File: config.mk
export PLATFORM = sky130hd
export DESIGN_NAME = bus_arbiter
export DESIGN_NICKNAME = d
export VERILOG_FILES = /design/src/rtl/bus_arbiter.sv
export SDC_FILE = /design/constraint.sdc
export NUM_CORES = 1
export LEC_CHECK = 0
export CORE_AREA = 2 2 118 120
export CTS_CLUSTER_DIAMETER = 30
export CTS_CLUSTER_SIZE = 25
export DETAILED_ROUTE_END_ITERATION = 12
export DIE_AREA = 0 0 120 122
export PLACE_DENSITY = 0.58
export SLEW_MARGIN = 20
export SYNTH_ARGS = -nofsm -noshare
export SYNTH_HDL_FRONTEND = slang
export SYNTH_SLANG_ARGS = --single-unit
File: constraint.sdc
create_clock -name clk -period 2.5 [get_ports clk]
set_input_delay 0.75 -clock clk [delete_from_list [all_inputs] [get_ports clk]]
set_output_delay 0.75 -clock clk [all_outputs]
set_load 0.1 [all_outputs]
File: src/rtl/bus_arbiter.sv
// Two-master round-robin arbiter for the shared memory bus; grant held until ack or abort.
// Optional ack timeout enabled by defining BUS_ARBITER_TIMEOUT_EN.
module bus_arbiter #(
  parameter int ADDR_WIDTH     = 32,
  parameter int DATA_WIDTH     = 32,
  parameter int TIMEOUT_CYCLES = 255
) (
  input  logic                  clk,
  input  logic                  reset,
  input  logic                  m0_stb_i,
  input  logic                  m0_we_i,
  input  logic [ADDR_WIDTH-1:0] m0_adr_i,
  input  logic [DATA_WIDTH-1:0] m0_dat_i,
  output logic [DATA_WIDTH-1:0] m0_dat_o,
  output logic                  m0_ack_o,
  input  logic                  m1_stb_i,
  input  logic                  m1_we_i,
  input  logic [ADDR_WIDTH-1:0] m1_adr_i,
  input  logic [DATA_WIDTH-1:0] m1_dat_i,
  output logic [DATA_WIDTH-1:0] m1_dat_o,
  output logic                  m1_ack_o,
  output logic                  s_stb_o,
  output logic                  s_we_o,
  output logic [ADDR_WIDTH-1:0] s_adr_o,
  output logic [DATA_WIDTH-1:0] s_dat_o,
  input  logic [DATA_WIDTH-1:0] s_dat_i,
  input  logic                  s_ack_i,
  output logic [1:0]            grant_o
`ifdef BUS_ARBITER_TIMEOUT_EN
  ,
  output logic                  m0_err_o,
  output logic                  m1_err_o
`endif
);

  typedef enum logic {ST_IDLE, ST_BUSY} state_e;

  state_e state_q, state_d;
  logic   owner_q, owner_d;
  logic   last_q, last_d;

  logic                  busy;
  logic                  timeout;
  logic                  own_stb;
  logic                  own_we;
  logic [ADDR_WIDTH-1:0] own_adr;
  logic [DATA_WIDTH-1:0] own_dat;

  if (TIMEOUT_CYCLES < 1) begin : g_bad_timeout
    $error("bus_arbiter: TIMEOUT_CYCLES must be at least 1");
  end

`ifdef BUS_ARBITER_TIMEOUT_EN
  localparam int unsigned CNT_W = ($clog2(TIMEOUT_CYCLES + 1) > 8) ?
                                  $clog2(TIMEOUT_CYCLES + 1) : 8;
  logic [CNT_W-1:0] cnt_q, cnt_d;
`endif

  always_comb begin
    busy    = (state_q == ST_BUSY);
    own_stb = owner_q ? m1_stb_i : m0_stb_i;
    own_we  = owner_q ? m1_we_i  : m0_we_i;
    own_adr = owner_q ? m1_adr_i : m0_adr_i;
    own_dat = owner_q ? m1_dat_i : m0_dat_i;
    timeout = 1'b0;
`ifdef BUS_ARBITER_TIMEOUT_EN
    // an ack arriving in the expiry cycle completes normally
    timeout = busy && !s_ack_i && (cnt_q == CNT_W'(TIMEOUT_CYCLES));
`endif
  end

  always_comb begin
    s_stb_o  = busy && own_stb && !timeout;
    s_we_o   = busy ? own_we  : 1'b0;
    s_adr_o  = busy ? own_adr : '0;
    s_dat_o  = busy ? own_dat : '0;
    grant_o  = busy ? {owner_q, ~owner_q} : 2'b00;
    m0_ack_o = busy && !owner_q && s_ack_i;
    m1_ack_o = busy &&  owner_q && s_ack_i;
    m0_dat_o = (busy && !owner_q) ? s_dat_i : '0;
    m1_dat_o = (busy &&  owner_q) ? s_dat_i : '0;
  end

`ifdef BUS_ARBITER_TIMEOUT_EN
  assign m0_err_o = timeout && !owner_q;
  assign m1_err_o = timeout &&  owner_q;
`endif

  always_comb begin
    state_d = state_q;
    owner_d = owner_q;
    last_d  = last_q;
    case (state_q)
      ST_IDLE: begin
        if (m0_stb_i || m1_stb_i) begin
          owner_d = (m0_stb_i && m1_stb_i) ? ~last_q : m1_stb_i;
          state_d = ST_BUSY;
        end
      end
      ST_BUSY: begin
        if (!own_stb || s_ack_i || timeout) begin
          last_d  = owner_q;
          state_d = ST_IDLE;
        end
      end
      default: state_d = ST_IDLE;
    endcase
  end

`ifdef BUS_ARBITER_TIMEOUT_EN
  always_comb begin
    cnt_d = cnt_q;
    if (!busy) begin
      cnt_d = '0;
    end else if (!s_ack_i) begin
      cnt_d = cnt_q + 1'b1;
    end
  end
`endif

  always_ff @(posedge clk) begin
    if (!reset) begin
      state_q <= ST_IDLE;
      owner_q <= 1'b0;
      last_q  <= 1'b1;
`ifdef BUS_ARBITER_TIMEOUT_EN
      cnt_q   <= '0;
`endif
    end else begin
      state_q <= state_d;
      owner_q <= owner_d;
      last_q  <= last_d;
`ifdef BUS_ARBITER_TIMEOUT_EN
      cnt_q   <= cnt_d;
`endif
    end
  end

endmodule

## Yosys cells after proc, flatten, opt, wreduce, memory -nomap -nowiden

Cells that the tools add are included.

- Multiplexer cells: 14
- Bitwise gates (word level): 3
- Reduce and logical (&&, ||, !) cells: 12

Operators by type and width:

| kind | number |
|---|---|
| $mux 32 | 6 |
| $logic_and 1x1->1 | 6 |
| $mux 1 | 6 |
| $reduce_and 2->1 | 2 |
| $not 1->1 | 3 |
| $logic_not 1->1 | 2 |
| $logic_or 1x1->1 | 2 |
| $mux 2 | 1 |
| $pmux 1 s2 | 1 |

- Flip-flop bits (word level): 3
- Input bits: 167
- Output and inout port bits: 134
- Word-level logic and storage cells: 32

## Logic depth before layout (Yosys ltp)

- Depth in word-level cells: 5
- Mapped depth: 5
- Mapped depth without buffers: 3

## Least setup slack after synthesis

Ideal clock, no wire load.

- Kind: register to output
- Start: reg state_q (netlist: busy)
- End: out s_dat_o[10]
- Arrival: 2,107 ps
- Data required time: 1,750 ps
- Path slack: -357 ps
- Stages on the path, launching flop included: 6
- Path through: dfxtp_1 -> buf_2 -> inv_2 -> buf_2 -> buf_2 -> nor2_1

- Word-level cells in the longest chain between the ends: 1

RTL lines:

| what | line | source |
|---|---|---|
| start, declared | 38 | `state_e state_q, state_d;` |
| start signal, assigned | 130 | `state_q <= state_d;` |
| $mux 32 | 76 | `s_dat_o = busy ? own_dat : '0;` |
| end, declared | 25 | `output logic [DATA_WIDTH-1:0] s_dat_o,` |

Every way passes these cells.

## Worst setup path in the final report

- Start: in m1_dat_i[8]
- End: out s_dat_o[8]

- Word-level cells in the longest chain between the ends: 2

RTL lines:

| what | line | source |
|---|---|---|
| start, declared | 19 | `input logic [DATA_WIDTH-1:0] m1_dat_i,` |
| $mux 32 | 64 | `own_dat = owner_q ? m1_dat_i : m0_dat_i;` |
| $mux 32 | 76 |  |

Every way passes these cells.

==> results_dict.tcl <==
set metrics [dict create \
    final_cell_mix "162 x clkdlybuf4s50_1, 138 x buf_12, 66 x mux2i_1, 36 x nor2_2, 33 x and3_1" \
    yosysWarnings 0 \
    final_common_cell "clkdlybuf4s50_1" \
    layout-area-overhead-vs-synth_pct 302 \
    ctsHoldBuffers 0 \
    io_pins 301 \
    final_area_mm2 0.00640 \
    startpoint "m1_dat_i[8]" \
    status "completed" \
    die_h_um 122 \
    synth_area_leaders "mux2i_1 42%, nor2_1 16%, and2_1 14%, and3_1 13%, dfxtp_1 3.8%" \
    skew_ps 0.534 \
    vdd_ir_drop_max_mv 0.234 \
    overflow 0 \
    crit-reg2reg-launch "owner_q$_SDFFE_PN0P_" \
    antenna_cells 0 \
    cts_sinks 3 \
    ys_seq_area_share_pct 3.77 \
    drt-initial-drc-count 57 \
    worst_pin_slew_ps 452 \
    setup-violations-final 0 \
    cts_buffers 3 \
    cp.required_ps 1750 \
    start_kind "input pin" \
    cts_tree "built" \
    finalHoldViolations 0 \
    rows 43 \
    drtAntennaViolNets 0 \
    grt_pass1_wl_um 15800 \
    ff2ff_setup_slack_ps 860 \
    synth_top_area_cell "mux2i_1" \
    drtPass1Iterations 3 \
    n_fill_cell 1249 \
    cap_violations 0 \
    slew_viol_final 0 \
    fin_crit_ps 2450 \
    wl_per_cell_um 14.8 \
    track_usage_pct 13.6 \
    multiInputGateArea_mm2 0.00149 \
    critPathMaxFanout 1 \
    hold_path.class "flip-flop to flip-flop" \
    grt_max_degree 37 \
    core_area_mm2 0.0135 \
    syn_area_per_cell_um2 6.63 \
    dpl.hpwl_um 9380 \
    clk_latency_ps 220 \
    layout-drive-gt1-share_pct 37.5 \
    synth_fp_nets 407 \
    seqCellArea_um2 63.8 \
    final_nets 704 \
    power_uw 2410 \
    dpl_cell_area_mm2 0.00629 \
    gp_congestion 0.834 \
    max_freq_mhz 408 \
    h-tree-depth 1 \
    root_buffer "clkbuf_16" \
    synth.cell_area_mm2 0.00159 \
    viasPerCell 3.93 \
    post-route-period-util_pct 98.1 \
    finalWirelength_um 10600 \
    path_clk_slew_ps 30 \
    vias 2812 \
    grt_pass1_vias 2949 \
    synth_cells 240 \
    power.density_mw_per_mm2 377 \
    synth_cell_types 18 \
    worstHoldStart "last_q$_SDFFE_PN1P_" \
    die_width_um 120 \
    design.die.area_mm2 0.0146 \
    ys_ff_latch 3 \
    start_util_pct 11.8 \
    p_leak_uw 0.00261 \
    worstSetupPathType "input pin to output port" \
    antenna_found_initial 0 \
    yosys.area.top_type_share_pct 41.5 \
    slew_headroom_pct 69.9 \
    rsz0062_at_grt "no" \
    cts_buffer_depth 2 \
    drc 0 \
    worstPathArrival_ps 1700 \
    portBuffers 300 \
    cp-end-kind "output port" \
]
==> where the power goes <==
part | switching [uW] | leakage [uW] | internal, uW
Sequential | 15.1 | 0.0000256 | 52.3
Clock | 45.4 | 0.0000382 | 211
Combinational | 1250 | 0.00254 | 836
==> routing by layer <==
metal / vias to the layer above / track usage [%] / part of all wire [%]
met5: - / 0 / 0
met4: 0 / 3.16 / 1.0
met3: 6 / 2.67 / 7.9
met2: 151 / 26.2 / 55
met1: 1257 / 15.1 / 36
li1: 1398 / - / -
==> area by class of cell <==
cell class                      count  share of cell area (%)
Sequential cell                     3                   0.997
Tap cell                          180                    3.52
Multi-Input combinational cell    209                    23.3
Timing Repair Buffer              317                    70.8
Clock buffer                        4                    1.23
Inverter                            3                   0.176
==> worst paths after layout <==
path / to / cells after the start
max reg2reg: busy$_SDFF_PN0_ / 6
min reg2reg: last_q$_SDFFE_PN1P_ / 2
max: s_dat_o[8] / 4
min: last_q$_SDFFE_PN1P_ / 2
==> registers in the layout, indices dropped and copies added (netlist names) <==
| signal | cells |
|---|---|
| busy | 1 |
| last_q | 1 |
| owner_q | 1 |
==> synth_stat cells <==
| library cell | number |
|---|---|
| a21boi_1 | 1 |
| a22oi_1 | 1 |
| and2_1 | 35 |
| and3_1 | 33 |
| buf_2 | 9 |
| buf_4 | 6 |
| clkbuf_1 | 10 |
| dfxtp_1 | 3 |
| inv_1 | 2 |
| inv_2 | 1 |
| mux2i_1 | 66 |
| nand2b_1 | 1 |
| nor2_1 | 67 |
| nor2_2 | 1 |
| o211ai_1 | 1 |
| o21ai_0 | 1 |
| o22ai_1 | 1 |
| o311ai_1 | 1 |
==> critical path, cell delays in order <==
cell	delay (ps)
clkdlybuf4s50_1	490
mux2i_1	80
nor2_1	180
buf_12	200
==> through the flow <==
stage | util [%] | TNS (ps) | hold slack [ps] | instances | setup WS [ps]
detailed placement | 46.6 | -27.0 | 528 | 711 | -27.0
global placement | 46.6 | -35.3 | 494 | 711 | -35.3
global route | 47.4 | 0 | 550 | 716 | 9.18
floorplan | - | -12590 | 480 | 240 | -357
CTS | 47.2 | 0 | 533 | 715 | 6.03
finish | 47.4 | 0 | 540 | 716 | 46.7
==> what timing repair did <==
action	CTS	global route
gates resized for setup	1	8
setup buffers	0	1
setup endpoints to repair	1	8
pin swaps	1	4
==> logic make-up after synthesis <==
family	count (synthesis)	synth area share [%]
AO/OA/AOI/OAI	6	2.67
flip-flops	3	3.77
buffers and inverters	28	8.73
multiplexers	66	41.5
AND/OR/NAND/NOR	137	43.3
(Power assumes the default switching activity.)
